File: src/rtl/adder_arbiter.sv
// adder_arbiter: round-robin arbiter sharing one 24-bit adder between two requesters,
// with per-transaction ack timeout and registered per-requester results.
module adder_arbiter #(
   parameter int TIMEOUT = 64
) (
   input  logic        CLK,
   input  logic        RSTn,
   input  logic        R0_req,
   input  logic [23:0] R0_a,
   input  logic [23:0] R0_b,
   output logic        R0_ack,
   output logic [23:0] R0_z,
   output logic        R0_cout,
   output logic        R0_err,
   input  logic        R1_req,
   input  logic [23:0] R1_a,
   input  logic [23:0] R1_b,
   output logic        R1_ack,
   output logic [23:0] R1_z,
   output logic        R1_cout,
   output logic        R1_err,
   output logic        Adder_req,
   output logic [23:0] Adder_a,
   output logic [23:0] Adder_b,
   input  logic        Adder_ack,
   input  logic [23:0] Adder_z,
   input  logic        Adder_cout,
   output logic        Busy,
   output logic        Grant
);
   typedef enum logic [1:0] {IDLE, ISSUE, RESP} state_t;
   state_t      state_q, state_d;
   logic [1:0]  rst_sync_q, rst_sync_d;
   logic        rst_n;
   logic [23:0] a_q, a_d, b_q, b_d, z0_q, z0_d, z1_q, z1_d;
   logic        c0_q, c0_d, c1_q, c1_d, e0_q, e0_d, e1_q, e1_d;
   logic        ack0_q, ack0_d, ack1_q, ack1_d;
   logic        grant_q, grant_d, last_q, last_d, areq_q, areq_d;
   logic [7:0]  cnt_q, cnt_d;
   logic        sel, tmo, done;

   // Reset asserts asynchronously but releases two edges later, clean of RSTn timing
   assign rst_sync_d = {rst_sync_q[0], 1'b1};
   assign rst_n      = rst_sync_q[1];

   always_ff @(posedge CLK or negedge RSTn) begin
      if (!RSTn) rst_sync_q <= 2'b00;
      else       rst_sync_q <= rst_sync_d;
   end

   assign sel  = (R0_req && R1_req) ? ~last_q : R1_req;
   assign tmo  = areq_q && (cnt_q == 8'(TIMEOUT - 1));
   assign done = Adder_ack || tmo;

   always_comb begin
      state_d = state_q;
      a_d     = a_q;
      b_d     = b_q;
      z0_d    = z0_q;
      z1_d    = z1_q;
      c0_d    = c0_q;
      c1_d    = c1_q;
      e0_d    = e0_q;
      e1_d    = e1_q;
      grant_d = grant_q;
      last_d  = last_q;
      ack0_d  = 1'b0;
      ack1_d  = 1'b0;
      areq_d  = 1'b0;
      cnt_d   = 8'd0;
      case (state_q)
         IDLE: begin
            if (R0_req || R1_req) begin
               state_d = ISSUE;
               grant_d = sel;
               a_d     = sel ? R1_a : R0_a;
               b_d     = sel ? R1_b : R0_b;
            end
         end
         ISSUE: begin
            areq_d = !done;
            cnt_d  = areq_q ? cnt_q + 8'd1 : 8'd0;
            if (done) begin
               state_d = RESP;
               ack0_d  = !grant_q;
               ack1_d  = grant_q;
               if (grant_q) begin
                  z1_d = Adder_ack ? Adder_z : 24'd0;
                  c1_d = Adder_ack && Adder_cout;
                  e1_d = !Adder_ack;
               end else begin
                  z0_d = Adder_ack ? Adder_z : 24'd0;
                  c0_d = Adder_ack && Adder_cout;
                  e0_d = !Adder_ack;
               end
            end
         end
         RESP: begin
            last_d  = grant_q;
            state_d = IDLE;
         end
         default: state_d = IDLE;
      endcase
   end

   always_ff @(posedge CLK or negedge rst_n) begin
      if (!rst_n) begin
         state_q <= IDLE;
         a_q     <= 24'd0;
         b_q     <= 24'd0;
         z0_q    <= 24'd0;
         z1_q    <= 24'd0;
         c0_q    <= 1'b0;
         c1_q    <= 1'b0;
         e0_q    <= 1'b0;
         e1_q    <= 1'b0;
         ack0_q  <= 1'b0;
         ack1_q  <= 1'b0;
         grant_q <= 1'b0;
         last_q  <= 1'b1;
         areq_q  <= 1'b0;
         cnt_q   <= 8'd0;
      end else begin
         state_q <= state_d;
         a_q     <= a_d;
         b_q     <= b_d;
         z0_q    <= z0_d;
         z1_q    <= z1_d;
         c0_q    <= c0_d;
         c1_q    <= c1_d;
         e0_q    <= e0_d;
         e1_q    <= e1_d;
         ack0_q  <= ack0_d;
         ack1_q  <= ack1_d;
         grant_q <= grant_d;
         last_q  <= last_d;
         areq_q  <= areq_d;
         cnt_q   <= cnt_d;
      end
   end

   assign R0_ack    = ack0_q;
   assign R0_z      = z0_q;
   assign R0_cout   = c0_q;
   assign R0_err    = e0_q;
   assign R1_ack    = ack1_q;
   assign R1_z      = z1_q;
   assign R1_cout   = c1_q;
   assign R1_err    = e1_q;
   assign Adder_req = areq_q;
   assign Adder_a   = a_q;
   assign Adder_b   = b_q;
   assign Busy      = state_q != IDLE;
   assign Grant     = grant_q;
endmodule

File: config.mk
export PLATFORM = sky130hd
export DESIGN_NAME = adder_arbiter
export DESIGN_NICKNAME = d
export VERILOG_FILES = /design/src/rtl/adder_arbiter.sv
export SDC_FILE = /design/constraint.sdc
export NUM_CORES = 1
export LEC_CHECK = 0
export ABC_CLOCK_PERIOD_IN_PS = 4500
export CORE_MARGIN = 3
export CORE_UTILIZATION = 43
export DETAILED_ROUTE_END_ITERATION = 6
export GPL_TIMING_DRIVEN = 0
export PLACE_DENSITY = 0.81
export SYNTH_ARGS = -nofsm -noshare
export SYNTH_HDL_FRONTEND = slang
export SYNTH_SLANG_ARGS = --single-unit
File: constraint.sdc
create_clock -name CLK -period 4.5 [get_ports CLK]
set_clock_uncertainty 0.2 [all_clocks]
set_input_delay 0.675 -clock CLK [delete_from_list [all_inputs] [get_ports CLK]]
set_output_delay 0.675 -clock CLK [all_outputs]
set_load 0.05 [all_outputs]
==> summary.md <==
| Metric | Value |
|---|---|
| Status | `complete, no violations` |
| WP data required | `3.62 ns` |
| Gr usage total | `22.8%` |
| Synth Warn # | `0` |
| Routed via count | `4,284` |
| Main synth FF type | `dfrtp_1` |
| Cts bufs inserted | `17` |
| I/O Pins | `roughly 230` |
| Unrepaired setup endpoints after global routing | `false` |
| Placed cell area | `roughly 8000 sq um` |
| Net Switching | `between 3 and 4 mW` |
| Crit end category | `primary output` |
| Slowest stage cell, crit path | `clkdlybuf4s50_1` |
| Max-slew headroom at the worst pin | `about three fifths` |
| Cell Int Power | `3.99 mW` |
| Total die area | `14,000 sq um` |
| Peak Freq | `341 MHz` |
| Synth Instances | `about 400` |
| Clk buf depth | `2` |
| Top cell type's share of synthesized area | `a little over half` |
| Cell Pwr Density | `851 nW/um^2` |
| Tmin final | `2.94 ns` |
| Initial antenna violation count | `1` |
| Maxcap violations | `0` |
| Mapped cell area | `5420 sq um` |
| GRT overflow | `0` |
| DR pass1 iterations | `4` |
| Asr flop ratio synth | `between 90% and 100%` |
| Initial Utilization | `~45%` |
| Routability cong. | `0.797` |
| Number of global-route vias before repair | `approximately 4,600` |
| First-pass GRT wire length | `between 20,000 and 30,000 um` |
| Yosys top cell by area | `dfrtp_1` |
| Slowest stage delay, CP | `0.76 ns` |
| Largest cells by area after synthesis | `dfrtp_1, mux2_2, a221o_1, mux2_4, nor2b_1` |
| Core box area | `~12,000 sq um` |
| Hold crit path type | `reg2async` |
| Critical path type | `reg2out` |
| DR WL/cell | `about 19 um` |
| Peak supply drop | `0.000588 V` |
| Post-DP HPWL | `~12,000 um` |
| Nature of the critical path startpoint | `register` |
| Chip width | `118 um` |
| Cell variety after synth | `43` |
| Setup_tns | `0 ns` |
| Non-Filler Instances | `between 800 and 900` |
| Net Sw Frac | `a little under half` |
| Sequential-to-total area share from yosys stat | `between 50% and 60%` |
| Post-CTS Setup Bufs | `0` |
| Placed cells | `790` |
| Worst-path clk slew | `0.05 ns` |
| Worst Path Max Fanout | `9` |
| CP arrival | `2.06 ns` |
| Initial detailed-routing violation count | `around 250` |
| Row count | `40` |
| Slew @ Worst Pin | `roughly 0.6 ns` |
| Antenna fix cells | `0` |
| Layout cells sized above 1 | `roughly 25%` |
| Proportion of power drawn by the clock network | `between 15 and 20%` |
| Post-synth EDFFs | `0` |
| Hold-fix buffers, CTS | `0` |
| Clk Tree Root Cell | `clkbuf_16` |
| Fin. max-slew vios | `0` |
| Synth-to-layout area growth | `57.7%` |
| DRC viols | `0` |
| CP Cell Sequence | `buf_2, or2_2, clkdlybuf4s50_1` |
| DR vias/cell | `5.21` |
| Height of the die | `around 120 um` |
| Comb pwr share | `55.9%` |
| Number of synthesized register bits | `about 120` |
| Post-cts sizing count | `0` |
| Final Cycle Share | `65.3%` |
| Reg power frac | `between 20 and 30%` |
| Mapped Avg Cell Area | `between 10 and 15 sq um` |
| Net Count, Synth | `a little over 500` |
| CTS tree | `done` |
| Fin nets | `around 770` |
| Final WL | `~16,000 um` |
| Pleak | `3.44 nW` |
| Largest net degree at the start of global routing | `72` |
| Antenna-violating nets left | `0` |
| Final Hold Vio Count | `0` |
| Final instance area | `between 8000 and 9000 sq um` |
| Count of final setup violators | `0` |
| CTS sink count | `roughly 120` |
| H-Tree Depth | `4` |
| Clk Latency, worst-skew pair | `0.41 ns` |
| I/O Buffers | `230` |
[layout make-up]
class                   count  area [sq um]
fillers                   859          3610
flip-flops and latches    117          2930
repair buffers            231          2330
multi-input cells         247          2320
clock buffers              20           457
well taps                 168           210
plain buffers              24           161
clock inverters            12           129
inverters                   3          11.3
[per-stage QoR]
stage	setup WS, ns	hold WS [ns]	power, mW	util [%]
6_report	1.56	0.146	7.28	70.3
3_5_place_dp	1.84	0.153	5.95	65.5
2_1_floorplan	0.801	0.131	4.57	-
5_1_grt	1.50	0.167	7.59	70.3
3_3_place_gp	-0.385	0.137	5.86	65.2
4_1_cts	1.54	0.166	7.31	70.3
[cell usage after synthesis, types with 2 or more instances]
cell / n
nand3_1: 3
buf_2: 15
nor3_1: 2
and2_1: 19
inv_1: 3
mux2_4: 18
buf_6: 7
nand2_1: 3
or4_1: 2
nor2b_1: 27
and2_0: 7
xor2_1: 2
a221o_1: 50
nor2_1: 8
o211ai_1: 2
dfrtp_1: 116
clkbuf_1: 2
mux2_2: 78
o21ai_0: 2
a21oi_1: 2
[path summary, 6_finish.rpt]
| kind | start | to | slack [ns] | depth (start not counted) |
|---|---|---|---|---|
| setup / recovery | state_q[0] | Busy | 1.56 | 3 |
| hold / removal | rst_sync_q[1] | Adder_a[0] | 0.15 | 0 |
| setup reg to reg | cnt_q[0] | R0_z[2] | 2.41 | 5 |
| hold reg to reg | rst_sync_q[1] | Adder_a[0] | 0.15 | 0 |
| max in group asynchronous | rst_sync_q[1] | last_q | 3.18 | 1 |
| min in group CLK | rst_sync_q[0] | rst_sync_q[1] | 0.16 | 0 |
[layer usage]
metal / global-route usage, % / wire length [um] / vias to the layer above
met2: 36.8 / 7630 / 193
li1: - / - / 1963
met3: 8.13 / 1450 / 21
met4: 7.84 / 230 / 2
met1: 28.4 / 6510 / 2105
met5: 0 / 7 / -
[cell usage in the layout, fill, tap and decap left out, drive strengths merged, types with 2 or more instances in the layout]
| cell | synthesis | routed |
|---|---|---|
| a21oi | 3 | 3 |
| a221o | 50 | 50 |
| and2 | 26 | 26 |
| buf | 22 | 23 |
| bufinv | 0 | 2 |
| clkbuf | 2 | 22 |
| clkdlybuf4s50 | 0 | 230 |
| clkinv | 0 | 6 |
| clkinvlp | 0 | 3 |
| dfrtp | 116 | 116 |
| inv | 3 | 4 |
| mux2 | 96 | 96 |
| nand2 | 3 | 3 |
| nand3 | 3 | 3 |
| nand3b | 2 | 2 |
| nor2 | 10 | 10 |
| nor2b | 27 | 27 |
| nor3 | 3 | 3 |
| o211ai | 2 | 2 |
| o21ai | 2 | 2 |
| or4 | 2 | 2 |
| xor2 | 2 | 2 |
[critical path: cells and delay by family, from the launching register on]
family,cells,cell delay (ns)
AND/OR/NAND/NOR,1,0.37
flip-flops,1,0.36
buffers and inverters,2,0.93
[kinds of logic after synthesis]
family | count (synthesis) | share of synthesized area [%]
flip-flops | 117 | 54.0
multiplexers | 97 | 21.4
AND/OR/NAND/NOR | 84 | 9.99
AO/OA/AOI/OAI | 61 | 10.6
buffers and inverters | 27 | 3.18
XOR/XNOR | 3 | 0.485
adder cells (fa/ha/maj) | 1 | 0.231
other | 1 | 0.0692
[power by group through the flow]
stage                     sequential [mW]  combinational, mW  clock (mW)
after detailed placement             1.86               4.08           0
after global routing                 1.94               4.24        1.40
after global placement               1.86               4.00           0
after floorplan                      3.44               1.13           0
final                                1.87               4.07        1.34
after CTS                            1.87               4.10        1.34
[sequential cells by signal, indices dropped and copies added, names as in the netlist]
signal and flops:
Adder_a 24, Adder_b 24, Adder_req 1, Grant 1, R0_ack 1, R0_cout 1
R0_err 1, R0_z 24, R1_ack 1, R1_cout 1, R1_err 1, R1_z 24
cnt_q 8, last_q 1, rst_sync_q 2, state_q 2
Power figures use the tool's default switching activity.
